$ cat config.mk
export PLATFORM = sky130hd
export DESIGN_NAME = imem_program_loader_flat
export DESIGN_NICKNAME = d
export VERILOG_FILES = /design/src/rtl/imem_program_loader_if.sv /design/src/rtl/imem_program_loader.sv /design/src/flat_wrapper.sv
export SDC_FILE = /design/constraint.sdc
export NUM_CORES = 1
export LEC_CHECK = 0
export ABC_CLOCK_PERIOD_IN_PS = 2300
export BUFFER_PORTS_ARGS = -buffer_cell sky130_fd_sc_hd__buf_2
export CAP_MARGIN = 20
export CORE_MARGIN = 1
export CORE_UTILIZATION = 53
export DETAILED_ROUTE_END_ITERATION = 10
export HOLD_SLACK_MARGIN = 0.02
export PLACE_DENSITY_LB_ADDON = 0.1
export SYNTH_ARGS = -nofsm -noshare
export SYNTH_HDL_FRONTEND = slang
export SYNTH_SLANG_ARGS = --single-unit
$ cat constraint.sdc
create_clock -name clk -period 2.3 [get_ports clk]
set_input_delay 0.345 -clock clk [delete_from_list [all_inputs] [get_ports clk]]
set_output_delay 0.345 -clock clk [all_outputs]
set_load 0.01 [all_outputs]
$ cat src/rtl/imem_program_loader_if.sv
// Byte-stream input and instruction-memory write port of the program loader.
// The slave modport is the loader's view of these signals; the master modport is the host's view.
interface imem_program_loader_if #(
    parameter int LEN_W = 7
);
    logic             start;
    logic [LEN_W-1:0] prog_len;
    logic [7:0]       byte_in;
    logic             byte_valid;
    logic             byte_ready;
    logic             mem_we;
    logic [31:0]      mem_addr;
    logic [31:0]      mem_wdata;
    logic             busy;
    logic             done;
    logic             err;

    modport master (
        output start, prog_len, byte_in, byte_valid,
        input  byte_ready, mem_we, mem_addr, mem_wdata, busy, done, err
    );

    modport slave (
        input  start, prog_len, byte_in, byte_valid,
        output byte_ready, mem_we, mem_addr, mem_wdata, busy, done, err
    );
endinterface

$ cat src/rtl/imem_program_loader.sv
// Instruction-memory program loader: packs a little-endian byte stream into
// 32-bit words and writes them at consecutive word-aligned addresses from 0.
module imem_program_loader #(
    parameter int DEPTH = 64,
    parameter int LEN_W = 7
) (
    input logic                  clk,
    input logic                  reset,
    imem_program_loader_if.slave bus
);
    localparam logic [1:0] IDLE    = 2'd0;
    localparam logic [1:0] COLLECT = 2'd1;
    localparam logic [1:0] WRITE   = 2'd2;

    localparam logic [LEN_W-1:0] DEPTH_L = LEN_W'(DEPTH);

    logic [1:0]       state;
    logic [LEN_W-1:0] len;
    logic [LEN_W-1:0] word_idx;
    logic [1:0]       byte_idx;
    logic [31:0]      shift;
    logic             mem_we;
    logic [31:0]      mem_addr;
    logic [31:0]      mem_wdata;
    logic             done;
    logic             err;

    // NOTE: every register in this block uses <= so all next-state values are computed from the
    // same pre-edge snapshot; a blocking = here would let later lines see half-updated state.
    always_ff @(posedge clk or negedge reset) begin
        if (!reset) begin
            state     <= IDLE;
            len       <= '0;
            word_idx  <= '0;
            byte_idx  <= '0;
            shift     <= '0;
            mem_we    <= 1'b0;
            mem_addr  <= '0;
            mem_wdata <= '0;
            done      <= 1'b0;
            err       <= 1'b0;
        end else begin
            mem_we <= 1'b0;
            err    <= 1'b0;
            case (state)
                IDLE: begin
                    if (bus.start) begin
                        if (bus.prog_len == '0) begin
                            done <= 1'b1;
                        end else if (bus.prog_len > DEPTH_L) begin
                            err <= 1'b1;
                        end else begin
                            len      <= bus.prog_len;
                            done     <= 1'b0;
                            word_idx <= '0;
                            byte_idx <= '0;
                            shift    <= '0;
                            state    <= COLLECT;
                        end
                    end
                end
                COLLECT: begin
                    if (bus.byte_valid) begin
                        // Shift right so the first byte received ends up in bits [7:0].
                        shift    <= {bus.byte_in, shift[31:8]};
                        byte_idx <= byte_idx + 2'd1;
                        if (byte_idx == 2'd3) begin
                            mem_we    <= 1'b1;
                            mem_addr  <= {{(30-LEN_W){1'b0}}, word_idx, 2'b00};
                            mem_wdata <= {bus.byte_in, shift[31:8]};
                            state     <= WRITE;
                        end
                    end
                end
                WRITE: begin
                    if (word_idx == len - 1'b1) begin
                        done  <= 1'b1;
                        state <= IDLE;
                    end else begin
                        word_idx <= word_idx + 1'b1;
                        state    <= COLLECT;
                    end
                end
                default: state <= IDLE;
            endcase
        end
    end

    assign bus.byte_ready = (state == COLLECT);
    assign bus.busy       = (state != IDLE);
    assign bus.mem_we     = mem_we;
    assign bus.mem_addr   = mem_addr;
    assign bus.mem_wdata  = mem_wdata;
    assign bus.done       = done;
    assign bus.err        = err;
endmodule

$ cat src/flat_wrapper.sv
// flat-port wrapper written by rule: the top's interface ports become plain ports
module imem_program_loader_flat 
#(
    parameter int DEPTH = 64,
    parameter int LEN_W = 7
)
  (clk, reset, bus_start, bus_prog_len, bus_byte_in, bus_byte_valid, bus_byte_ready, bus_mem_we, bus_mem_addr, bus_mem_wdata, bus_busy, bus_done, bus_err);
  imem_program_loader_if #(.LEN_W(LEN_W)) bus_i ();
  input logic clk;
  input logic reset;
  input wire logic [$bits(bus_i.start)-1:0] bus_start;
  input wire logic [$bits(bus_i.prog_len)-1:0] bus_prog_len;
  input wire logic [$bits(bus_i.byte_in)-1:0] bus_byte_in;
  input wire logic [$bits(bus_i.byte_valid)-1:0] bus_byte_valid;
  output wire logic [$bits(bus_i.byte_ready)-1:0] bus_byte_ready;
  output wire logic [$bits(bus_i.mem_we)-1:0] bus_mem_we;
  output wire logic [$bits(bus_i.mem_addr)-1:0] bus_mem_addr;
  output wire logic [$bits(bus_i.mem_wdata)-1:0] bus_mem_wdata;
  output wire logic [$bits(bus_i.busy)-1:0] bus_busy;
  output wire logic [$bits(bus_i.done)-1:0] bus_done;
  output wire logic [$bits(bus_i.err)-1:0] bus_err;
  assign bus_i.start = bus_start;
  assign bus_i.prog_len = bus_prog_len;
  assign bus_i.byte_in = bus_byte_in;
  assign bus_i.byte_valid = bus_byte_valid;
  assign bus_byte_ready = bus_i.byte_ready;
  assign bus_mem_we = bus_i.mem_we;
  assign bus_mem_addr = bus_i.mem_addr;
  assign bus_mem_wdata = bus_i.mem_wdata;
  assign bus_busy = bus_i.busy;
  assign bus_done = bus_i.done;
  assign bus_err = bus_i.err;
  imem_program_loader #(.DEPTH(DEPTH), .LEN_W(LEN_W)) u_core (.clk(clk), .reset(reset), .bus(bus_i));
endmodule
==> flow_metrics.py <==
metrics = {
    "clock_network": {
        "clkLatencyLatePin_ps": 350,
        "clockRootBuffer": "clkbuf_8",
        "clock_tree.htree_level_count": 3,
        "cts_max_path_buffers": 2,
        "cts_tree": "yes",
        "cts_inserted_buffers": 9,
        "clk_pin_slew_ps": 90,
        "clock_sinks": 84,
    },
    "global_routing": {
        "grt_usage_pct": 22.5,
        "grt_pass1_vias": 2569,
        "grt_pass1_wl_um": 12400,
        "antenna_found_initial": 0,
        "overflow": 0,
        "grt_start_max_net_pins": 46,
    },
    "yosys": {
        "netlist_area_um2": 3630,
        "syn_inst": 367,
        "synth_top_area_share_pct": 57.9,
        "ys_warn_count": 0,
        "synth.distinct_cells": 35,
        "synth.avg_cell_area_um2": 9.89,
        "yosys.area.top_type": "dfrtp_1",
        "synth_area_leaders": "dfrtp_1 (58%), nand2_1 (15%), a22o_1 (6.0%)",
        "synth-seq-cells": 84,
        "yosysSeqAreaShare_pct": 57.9,
    },
    "finish": {
        "layoutNonFillerInstCount": 515,
        "layout.cells.most_common_list": "nand2_1 (145), dfrtp_1 (84), buf_2 (61)",
        "drive_gt1_share_pct": 21.2,
        "diodes": 0,
        "area_growth_pct": 15.1,
        "nets": 455,
        "final_common_cell": "nand2_1",
        "post-route-util_pct": 64.3,
    },
    "floorplanning": {
        "coreArea_um2": 6490,
        "start_util_pct": 55.9,
        "rows": 29,
        "fp.dieH_um": 84.7,
        "ioPinCount": 88,
        "dieArea_um2": 7180,
        "die_x_um": 84.7,
    },
    "routing": {
        "drtIter0Drc": 183,
        "wirelength_um": 7200,
        "dr.pass1.iters": 10,
        "drc": 5,
        "ant_nets": 0,
        "viasPerCell": 5.21,
        "post_drt_wl_per_cell_um": 14.0,
        "vias": 2685,
    },
    "sta": {
        "worst_clock_skew_ps": 10.5,
        "post-route-period-util_pct": 94.8,
        "final_max_slew_viol_count": 0,
        "worstMarginPinSlew_ps": 599,
        "finalHoldViolations": 0,
        "final-setup-viol-count": 0,
        "finalCriticalPeriod_ps": 2180,
        "clock.fmax_ghz": 0.459,
        "rsz0062_at_grt": "false",
        "relSlewSlack_pct": 59.9,
    },
    "worst_setup_path": {
        "arrival_ps": 2460,
        "crit_chain": "inv_1 > ha_2 > nor3b_4 > xor2_1 > nor3_1 > o311a_4 > or3_1 > a21oi_2",
        "cp-end-kind": "register",
        "critPathKind": "reg -> reg",
        "cp_slowest_cell": "dfrtp_1",
        "critPathMaxFanout": 8,
        "cp-start-kind": "register",
        "critPathRequiredTime_ps": 2580,
        "crit_path_max_incr_delay_ps": 420,
    },
    "placed_design": {
        "port_buffers": 62,
        "place_congestion": 0.822,
        "dp_hpwl_um": 4780,
        "dp.cells": 497,
    },
    "run": {
        "drv_cap": 0,
    },
    "pwr": {
        "peakVddDrop_mv": 0.667,
        "p_leak_nw": 2.31,
        "p_per_area_nw_per_um2": 1270,
    },
    "worst_hold_path": {
        "hold_class": "in -> reg",
    },
    "status": {
        "violations": "DRC",
        "outcome": "complete, but fails checks",
    },
}
-- metal layers --
| metal | vias to the layer above | track usage [%] | wire length [µm] |
|---|---|---|---|
| li1 | 1286 | - | - |
| met1 | 1293 | 30.3 | 3300 |
| met2 | 91 | 36.1 | 3370 |
| met3 | 15 | 4.52 | 370 |
| met4 | 0 | 9.24 | 160 |
| met5 | - | 0 | 0 |
-- what timing repair did --
| action | in CTS | in global routing |
|---|---|---|
| endpoints found under the hold margin | 39 | 0 |
| hold buffers | 1 | 0 |
| cloned | 0 | 0 |
| setup endpoints to repair | 3 | 7 |
| pin swaps | 0 | 1 |
| resized for setup | 1 | 3 |
| buffers inserted | 0 | 1 |
-- power breakdown --
part           internal (mW)  switching [mW]  total (mW)
logic                  0.806           0.934        1.74
registers               2.07           0.458        2.52
clock network          0.509           0.550        1.06
total                   3.38            1.94        5.32
-- synthesized netlist by cell type, drive strengths merged --
cell type and instances:
nand3 3, o311ai 1, nand3b 1, mux2i 4, nor3 2, dfrtp 84, or3 4, buf 28
conb 1, inv 6, xnor2 8, o311a 1, o21ai 6, xor2 3, nor3b 3, a2bb2oi 1
nor2b 4, nor4 2, clkbuf 12, and3 1, ha 3, mux2 1, nand4 4, o21bai 1
nand4b 1, a21oi 5, nand2 145, a22o 25, nor2 6, and2 1
-- per-stage QoR --
stage	setup WS, ps	power, mW	setup TNS, ps	hold WS (ps)	cell area, µm²
after floorplan	226	3.62	0	49.4	3720
after global placement	98.0	4.20	0	352	3950
after detailed placement	-7.14	4.26	-7.14	353	3950
after CTS	38.8	5.33	0	189	4160
after global routing	13.1	5.71	0	213	4180
final	119	5.32	0	195	4180
-- cell type report --
cell class | count | area (µm²)
fillers | 559 | 2320
flip-flops and latches | 84 | 2100
multi-input cells | 261 | 1360
repair buffers | 71 | 395
clock buffers | 9 | 124
well taps | 77 | 96.3
clock inverters | 7 | 76.3
inverters | 6 | 22.5
-- cell families after synthesis --
group,share of synthesized area (%)
multiplexers,1.41
adder cells (fa/ha/maj),1.03
XOR/XNOR,2.66
AND/OR/NAND/NOR,20.6
other,0.103
flip-flops,57.9
buffers and inverters,7.41
AO/OA/AOI/OAI,8.83
-- flip-flops by register name, indices dropped and copies added, names as in the netlist --
register / count
u_core.bus.mem_addr: 7
u_core.byte_idx: 2
u_core.bus.done: 1
u_core.bus.mem_wdata: 32
u_core.bus.mem_we: 1
u_core.len: 7
u_core.state: 2
u_core.word_idx: 7
u_core.shift: 24
u_core.bus.err: 1
-- worst paths after layout --
path / startpoint / end / slack (ps) / cells past startpoint
setup reg to reg: u_core.len[0]$_DFFE_PN0P_ / u_core.word_idx[4]$_DFFE_PN0P_ / 120 / 8
hold reg to reg: u_core.bus.mem_wdata[6]$_DFFE_PN0P_ / u_core.bus.mem_wdata[6]$_DFFE_PN0P_ / 470 / 2
min in group asynchronous: reset / u_core.bus.mem_addr[5]$_DFFE_PN0P_ / 510 / 2
setup / recovery: u_core.len[0]$_DFFE_PN0P_ / u_core.word_idx[4]$_DFFE_PN0P_ / 120 / 8
hold / removal: bus_byte_in[6] / u_core.bus.mem_wdata[30]$_DFFE_PN0P_ / 200 / 3
max in group asynchronous: reset / u_core.bus.mem_wdata[29]$_DFFE_PN0P_ / 1200 / 3
-- worst max-delay path, delay by kind of cell, from the launching register on --
family                     cells  cell delay, ps
and+or+nand+nor                3             700
adders and majority gates      1             200
xor gates and xnor gates       1             180
AOI/OAI and AO/OA              2             530
buffers and inverters          1             100
DFF                            1             420
Power figures use the tool's default switching activity.
